--- src/rtl/rnd_iter_sequencer.sv ---
// rnd_iter_sequencer: self-timed iterated LCG, Y(n+1) = (Mult*Y(n) + Incr) mod 2^DATA_W.
// Each iteration is DATA_W bit-serial shift-add multiply cycles followed by one
// add/commit cycle. Mode 0 returns the final Y, mode 1 the wrapped sum of all Y.
//
// state | meaning
// ------+------------------------------------------------------------
// IDLE  | waiting for Start; operands captured on the accept edge
// MUL   | one multiplier bit per cycle, LSB first, DATA_W cycles
// ADD   | Ynew = product + Incr, accumulate Sum, reload for next pass
// DONE  | one-cycle Done pulse, Result already registered on entry
module rnd_iter_sequencer #(
    parameter int DATA_W = 16,
    parameter int LOOP_W = 12
) (
    input  logic              clk,
    input  logic              reset,
    input  logic              Start,
    input  logic              Abort,
    input  logic              Mode,
    input  logic [LOOP_W-1:0] Loop_Value,
    input  logic [DATA_W-1:0] Seed,
    input  logic [DATA_W-1:0] Mult,
    input  logic [DATA_W-1:0] Incr,
    output logic              Busy,
    output logic              Done,
    output logic [DATA_W-1:0] Result,
    output logic [LOOP_W-1:0] Iter_Done
);

    // Step counter must reach DATA_W-1; the +1 keeps it non-zero width for DATA_W=1.
    localparam int STEP_W = $clog2(DATA_W + 1);
    localparam logic [STEP_W-1:0] STEP_LAST = STEP_W'(DATA_W - 1);
    localparam logic [STEP_W-1:0] STEP_ONE  = STEP_W'(1);
    localparam logic [LOOP_W-1:0] LOOP_ONE  = LOOP_W'(1);
    localparam logic [LOOP_W-1:0] LOOP_ZERO = '0;

    typedef enum logic [1:0] {
        S_IDLE = 2'd0,
        S_MUL  = 2'd1,
        S_ADD  = 2'd2,
        S_DONE = 2'd3
    } state_t;

    state_t state;
    state_t state_next;

    logic [DATA_W-1:0] y;
    logic [DATA_W-1:0] sum;
    logic [DATA_W-1:0] product;
    logic [DATA_W-1:0] mcand_sr;
    logic [DATA_W-1:0] mplier_sr;
    logic [DATA_W-1:0] mult_cap;
    logic [DATA_W-1:0] incr_cap;
    logic              mode_cap;
    logic [LOOP_W-1:0] remaining;
    logic [LOOP_W-1:0] iter_cnt;
    logic [STEP_W-1:0] step;
    logic [DATA_W-1:0] result_q;

    logic              mul_last;
    logic              last_iter;
    logic [DATA_W-1:0] y_new;
    logic [DATA_W-1:0] sum_new;
    logic [DATA_W-1:0] partial;

    assign mul_last  = (step == STEP_LAST);
    assign last_iter = (remaining == LOOP_ONE);
    assign y_new     = product + incr_cap;
    assign sum_new   = sum + y_new;
    assign partial   = mplier_sr[0] ? mcand_sr : '0;

    assign Busy      = (state == S_MUL) || (state == S_ADD);
    assign Done      = (state == S_DONE);
    assign Result    = result_q;
    assign Iter_Done = iter_cnt;

    // State register.
    always_ff @(posedge clk) begin
        if (reset) begin
            state <= S_IDLE;
        end else begin
            state <= state_next;
        end
    end

    // Next-state decode; Abort only matters while the run is busy, Start only in IDLE.
    always_comb begin
        state_next = state;
        unique case (state)
            S_IDLE: begin
                if (Start) begin
                    state_next = (Loop_Value != LOOP_ZERO) ? S_MUL : S_DONE;
                end
            end
            S_MUL: begin
                if (Abort) begin
                    state_next = S_IDLE;
                end else if (mul_last) begin
                    state_next = S_ADD;
                end
            end
            S_ADD: begin
                if (Abort) begin
                    state_next = S_IDLE;
                end else begin
                    state_next = last_iter ? S_DONE : S_MUL;
                end
            end
            S_DONE: begin
                state_next = S_IDLE;
            end
            default: begin
                state_next = S_IDLE;
            end
        endcase
    end

    // Operand capture, shift-add multiply and per-iteration commit.
    always_ff @(posedge clk) begin
        if (reset) begin
            y         <= '0;
            sum       <= '0;
            product   <= '0;
            mcand_sr  <= '0;
            mplier_sr <= '0;
            mult_cap  <= '0;
            incr_cap  <= '0;
            mode_cap  <= 1'b0;
            remaining <= '0;
            iter_cnt  <= '0;
            step      <= '0;
        end else begin
            unique case (state)
                S_IDLE: begin
                    if (Start) begin
                        y         <= Seed;
                        mcand_sr  <= Seed;
                        mplier_sr <= Mult;
                        mult_cap  <= Mult;
                        incr_cap  <= Incr;
                        mode_cap  <= Mode;
                        remaining <= Loop_Value;
                        sum       <= '0;
                        product   <= '0;
                        iter_cnt  <= '0;
                        step      <= '0;
                    end
                end
                S_MUL: begin
                    if (!Abort) begin
                        product   <= product + partial;
                        mcand_sr  <= mcand_sr << 1;
                        mplier_sr <= mplier_sr >> 1;
                        step      <= step + STEP_ONE;
                    end
                end
                S_ADD: begin
                    // An abort here drops the iteration so Iter_Done stays frozen.
                    if (!Abort) begin
                        y         <= y_new;
                        sum       <= sum_new;
                        remaining <= remaining - LOOP_ONE;
                        iter_cnt  <= iter_cnt + LOOP_ONE;
                        mcand_sr  <= y_new;
                        mplier_sr <= mult_cap;
                        product   <= '0;
                        step      <= '0;
                    end
                end
                default: begin
                end
            endcase
        end
    end

    // Result is loaded on the edge entering DONE so it is valid alongside the Done pulse.
    always_ff @(posedge clk) begin
        if (reset) begin
            result_q <= '0;
        end else if (state == S_IDLE && Start && Loop_Value == LOOP_ZERO) begin
            result_q <= Mode ? '0 : Seed;
        end else if (state == S_ADD && !Abort && last_iter) begin
            result_q <= mode_cap ? sum_new : y_new;
        end
    end

endmodule
--- config.mk ---
export PLATFORM = sky130hd
export DESIGN_NAME = rnd_iter_sequencer
export DESIGN_NICKNAME = d
export VERILOG_FILES = /design/src/rtl/rnd_iter_sequencer.sv
export SDC_FILE = /design/constraint.sdc
export NUM_CORES = 1
export LEC_CHECK = 0
export ABC_AREA = 1
export CAP_MARGIN = 5
export CORE_MARGIN = 4
export CORE_UTILIZATION = 55
export CTS_CLUSTER_SIZE = 20
export DETAILED_ROUTE_END_ITERATION = 7
export HOLD_SLACK_MARGIN = 0.02
export PLACE_DENSITY = 0.82
export SYNTH_ARGS = -nofsm -noshare
export SYNTH_HDL_FRONTEND = slang
export SYNTH_SLANG_ARGS = --single-unit
--- constraint.sdc ---
create_clock -name clk -period 3.6 [get_ports clk]
set_input_delay 0.72 -clock clk [delete_from_list [all_inputs] [get_ports clk]]
set_output_delay 0.72 -clock clk [all_outputs]
set_load 0.05 [all_outputs]
# After elaboration in Yosys (flattened, before gate mapping)
# Cells that the tools add are included.
[totals]
register_bits = 144
inputBits = 65
output_inout_bits = 30
wordCells = 79
[classes]
add_sub_neg = 6
eq_ne = 9
n_mux = 36
reduce_logical = 16
[ops]
columns = ["cell", "count"]
rows = [
  ["$mux W16", 15],
  ["$pmux W16 S3", 3],
  ["$add A16 B16 Y16", 3],
  ["$mux W12", 4],
  ["$pmux W12 S2", 2],
  ["$pmux W16 S2", 1],
  ["$mux W5", 3],
  ["$pmux W5 S3", 1],
  ["$add A12 B1 Y12 const B", 1],
  ["$eq A12 B1 Y1 const B", 1],
  ["$logic_not A12 Y1", 1],
  ["$mux W2", 6],
  ["$reduce_bool A12 Y1", 1],
  ["$sub A12 B1 Y12 const B", 1],
  ["$pmux W2 S4", 1],
  ["$ne A2 B2 Y1 const B", 3],
  ["$add A5 B1 Y5 const B", 1],
  ["$eq A5 B4 Y1 const B", 1],
  ["$eq A2 B2 Y1 const B", 2],
  ["$logic_and A1 B1 Y1", 4],
  ["$reduce_and A2 Y1", 2],
  ["$reduce_and A4 Y1", 1],
  ["$reduce_bool A2 Y1", 2],
  ["$ne A3 B3 Y1 const B", 1],
  ["other kinds (6)", 6],
]

# Logic depth before layout (Yosys ltp)
[depth]
word_depth = 5
ltp_mapped = 20

# Least setup slack after synthesis
# OpenSTA, ideal clock, no wires.
[synth_timing]
kind = "register to register"
start = "reg product[0]"
end = "reg result_q[15], in the netlist Result[15]"
t_arrival_ps = 2654
t_required_ps = 3530
path_slack_ps = 876
path_stages_with_launch = 19
path_cell_list = "dfxtp_1 -> ha_1 -> fa_1 -> nand3_1 -> nand3_1 -> nand2_1 -> inv_1 -> o21bai_1 -> nand2_1 -> ha_1 -> inv_1 -> nor3_1 -> and2_1 -> nand2_1 -> nand2b_1 -> nand3_1 -> nand3_1 -> nand2_1 -> a21oi_1"
[synth_between]
elab_chain_cells = 5
[synth_lines]
columns = ["element", "line_no", "source"]
rows = [
  ["from (decl)", "49", "logic [DATA_W-1:0] product;"],
  ["from (signal assigned)", "151", "product <= product + partial;"],
  ["$add A16 B16 Y16 *", "68", "assign y_new = product + incr_cap;"],
  ["$add A16 B16 Y16", "69", "assign sum_new = sum + y_new;"],
  ["$mux W16 *", "183", "result_q <= mode_cap ? sum_new : y_new;"],
  ["$mux W16 *", "182", "end else if (state == S_ADD && !Abort && last_iter) begin"],
  ["$mux W16 *", "180", "end else if (state == S_IDLE && Start && Loop_Value == LOOP_ZERO) begin"],
  ["to (signal assigned)", "181", "result_q <= Mode ? '0 : Seed;"],
  ["to (signal assigned)", "183", ""],
  ["to (decl)", "58", "logic [DATA_W-1:0] result_q;"],
]
# Mark *: on every way between the ends. The rest lies on a longest branch, timed or not. The select of a mux whose other input is x is not followed.
# A chain may end at the register's enable or synchronous reset.

# Worst setup path after layout
[layout_timing]
start = "reg product[2]"
end = "reg result_q[12], in the netlist Result[12]"
# Same word-level chain as after synthesis.

==> impl_metrics.toml <==
[synth]
synth-seq-cells = 144
seq_area_frac_synth_pct = 32.15
synth_top_cell_by_area = "dfxtp_1"
synth_cell_types = 57
synth-async-reset-ratio_pct = 0
synth_nets = 1436
ys_top_cells_by_area = "dfxtp_1 32%, nand2_1 14%, ha_1 8.1%"
syn-cell-area_um2 = 8966
synth_edf_count = 0
yosysWarnings = 0
synth_ff_type = "dfxtp_1"
synth_area_per_cell_um2 = 6.844
synth_top_cell_area_share_pct = 32.15
synth_common_cells = "337 x nand2_1, 144 x dfxtp_1, 124 x inv_1, 113 x nor2_1, 111 x o21ai_0"
synth.most_common_cell = "nand2_1"
synthCells = 1310

[floorplan]
ios = 95
die_area_um2 = 18410
die_x_um = 135.7
rows = 46
die_height_um = 135.7
start_util_pct = 56.24
core_area_um2 = 15940

[clock_tree]
cts-root-buf = "clkbuf_16"
cts_setup_buffers = 0
cts_tree = "built"
clk_path_buf_depth = 2
clk_latency_ns = 0.44
cts_hold_buf = 0
cts_resized = 0
clk_pin_slew_ns = 0.06
cts_sinks = 144
cts_buffers = 17
htreeDepth = 4

[critical_path]
cp_slowest_cell = "xor2_1"
crit_top_cell = "nand2_1"
end_kind = "flip-flop"
crit_required_ns = 3.97
cp_data_arrival_time_ns = 3.60
slowest_delay_ns = 0.39
cp-start-kind = "flip-flop"
cp_max_fo = 5
critPathKind = "reg -> reg"
crit_chain = "ha_1, a21oi_1, nand2_2, a21oi_2, o21bai_2, xor2_1, ha_1, nand2_1, nor3_1, nand3_1, nand3b_1, nand2_1, nand2_1, nand2_1, nand3_1, nand3_1, a21oi_2"

[global_route]
grt_pass1_vias = 8508
grt_overflow_total = 0
track_usage_pct = 27.78
grt_pass1_wl_um = 41680
grt_max_degree = 61
antenna_found_initial = 0

[placed_design]
hpwl_um = 18000
gp_congestion = 0.9915
portBuffers = 94
placed_area_um2 = 10030

[status]
status = "finished, final reports clean"

[final_layout]
drive_gt1_share_pct = 6.523
fin_area_um2 = 10600
antenna_cells = 0
fin_nets = 1509
syn2layout_area_growth_pct = 18.24

[drt]
first_pass_iters = 6
wl_per_cell_um = 15.41
wl_um = 24830
vias = 8988
viasPerCell = 5.579
ant_nets = 0
drc = 0
first_iter_violations = 834

[job]
max-cap-violations = 0

[sta]
rsz0062_at_grt = "false"
layout_min_cycle_time_ns = 3.227
final-hold-violation-count = 0
worstMarginPinSlew_ns = 1.045
skew_ns = 0.007840
slew_headroom_pct = 30.27
fmax_mhz = 309.9
slew_viol_final = 0
setup_violations = 0
fin_crit_sh_pct = 89.63
tns_ns = 0

[power]
power_density_nw_per_um2 = 525.9
p_leak_nw = 4.643
vdd_drop_max_mv = 0.4102

[worst_hold_path]
hold_path_class = "reg -> reg"
==> cell usage in the layout (no fill, tap or decap), types with 3 or more instances in the layout <==
master,count
a221oi_1,8
inv_1,123
fa_1,3
nand2_2,6
nand4_1,5
dfxtp_1,144
a31oi_1,16
nor2_1,113
inv_2,6
nor4_1,5
buf_4,14
clkdlybuf4s50_1,93
nand3_1,62
xnor2_1,10
o21bai_1,13
o21ai_1,3
nor2_2,5
a41oi_1,24
a21oi_2,6
clkinv_4,5
nand2_1,337
o211ai_1,9
or2_1,4
a21o_1,6
a21boi_0,6
inv_6,3
or2_2,8
xor2_1,15
o21ai_0,111
nor3_1,18
clkbuf_16,17
a21oi_1,101
nand3_2,3
nand3b_1,3
ha_1,58
==> worst paths after layout <==
check | slack, ns | cells after the start | end | start
max | 0.37 | 17 | Result[12] | product[2]
min | 0.47 | 2 | sum[2] | sum[2]
min reg2reg | 0.47 | 2 | sum[2] | sum[2]
max reg2reg | 0.37 | 17 | Result[12] | product[2]
==> metrics by stage <==
step	total power, mW	util (%)	std cells	hold WS, ns	worst slack, ns
after floorplan	3.326	-	1310	0.4444	0.8760
after CTS	5.561	66.50	1611	0.4701	0.4461
after global routing	5.908	66.50	1611	0.4984	0.07468
after detailed placement	3.832	62.92	1580	0.4606	0.4797
after global placement	3.790	62.92	1580	0.4532	0.5692
final	5.576	66.50	1611	0.4684	0.3735
==> state kept, by name (all words and copies together) (netlist names), 2 cells and up <==
signal and count:
Iter_Done 12, product 16, remaining 12, state 2, step 5, mplier_sr 16
incr_cap 16, sum 16, mcand_sr 16, Result 16, mult_cap 16
==> layout make-up <==
type / count / area [um2]
Multi-Input combinational cell: 983 / 5353
Sequential cell: 144 / 2883
Tap cell: 216 / 270.3
Clock buffer: 18 / 439.2
Fill cell: 1386 / 5341
Inverter: 129 / 484.2
Timing Repair Buffer: 108 / 1041
Clock inverter: 13 / 131.4
==> where the power goes <==
group / leakage (nW) / total, mW / internal [mW] / switching [mW]
clock: 0.275 / 1.73 / 0.978 / 0.752
sequential: 1.18 / 2.03 / 1.84 / 0.194
combinational: 3.19 / 1.81 / 0.624 / 1.19
==> worst max-delay path, delay by kind of cell, from the launching register on <==
kind	cells	cell delay, ns
and+or+nand+nor	10	1.17
DFF	1	0.33
xor gates and xnor gates	1	0.39
adders and majority gates	2	0.64
AOI/OAI and AO/OA	4	0.63
==> cell families (layout without fill, tap and decap cells) <==
| group | after synthesis | after routing | synth area share, % |
|---|---|---|---|
| AND/OR/NAND/NOR | 580 | 580 | 27.55 |
| AO/OA/AOI/OAI | 317 | 317 | 20.95 |
| buffers and inverters | 183 | 268 | 8.150 |
| flip-flops | 144 | 144 | 32.15 |
| adder cells (fa/ha/maj) | 61 | 61 | 8.764 |
| XOR/XNOR | 25 | 25 | 2.442 |
==> layer usage <==
| metal | up-vias | global-route usage, % | share of wire, % |
|---|---|---|---|
| li1 | 4516 | - | - |
| met2 | 320 | 45.41 | 46 |
| met4 | 0 | 7.727 | 1.6 |
| met5 | - | 0 | 0 |
| met3 | 38 | 5.238 | 7.3 |
| met1 | 4114 | 37.67 | 45 |
Power figures use the tool's default switching activity.
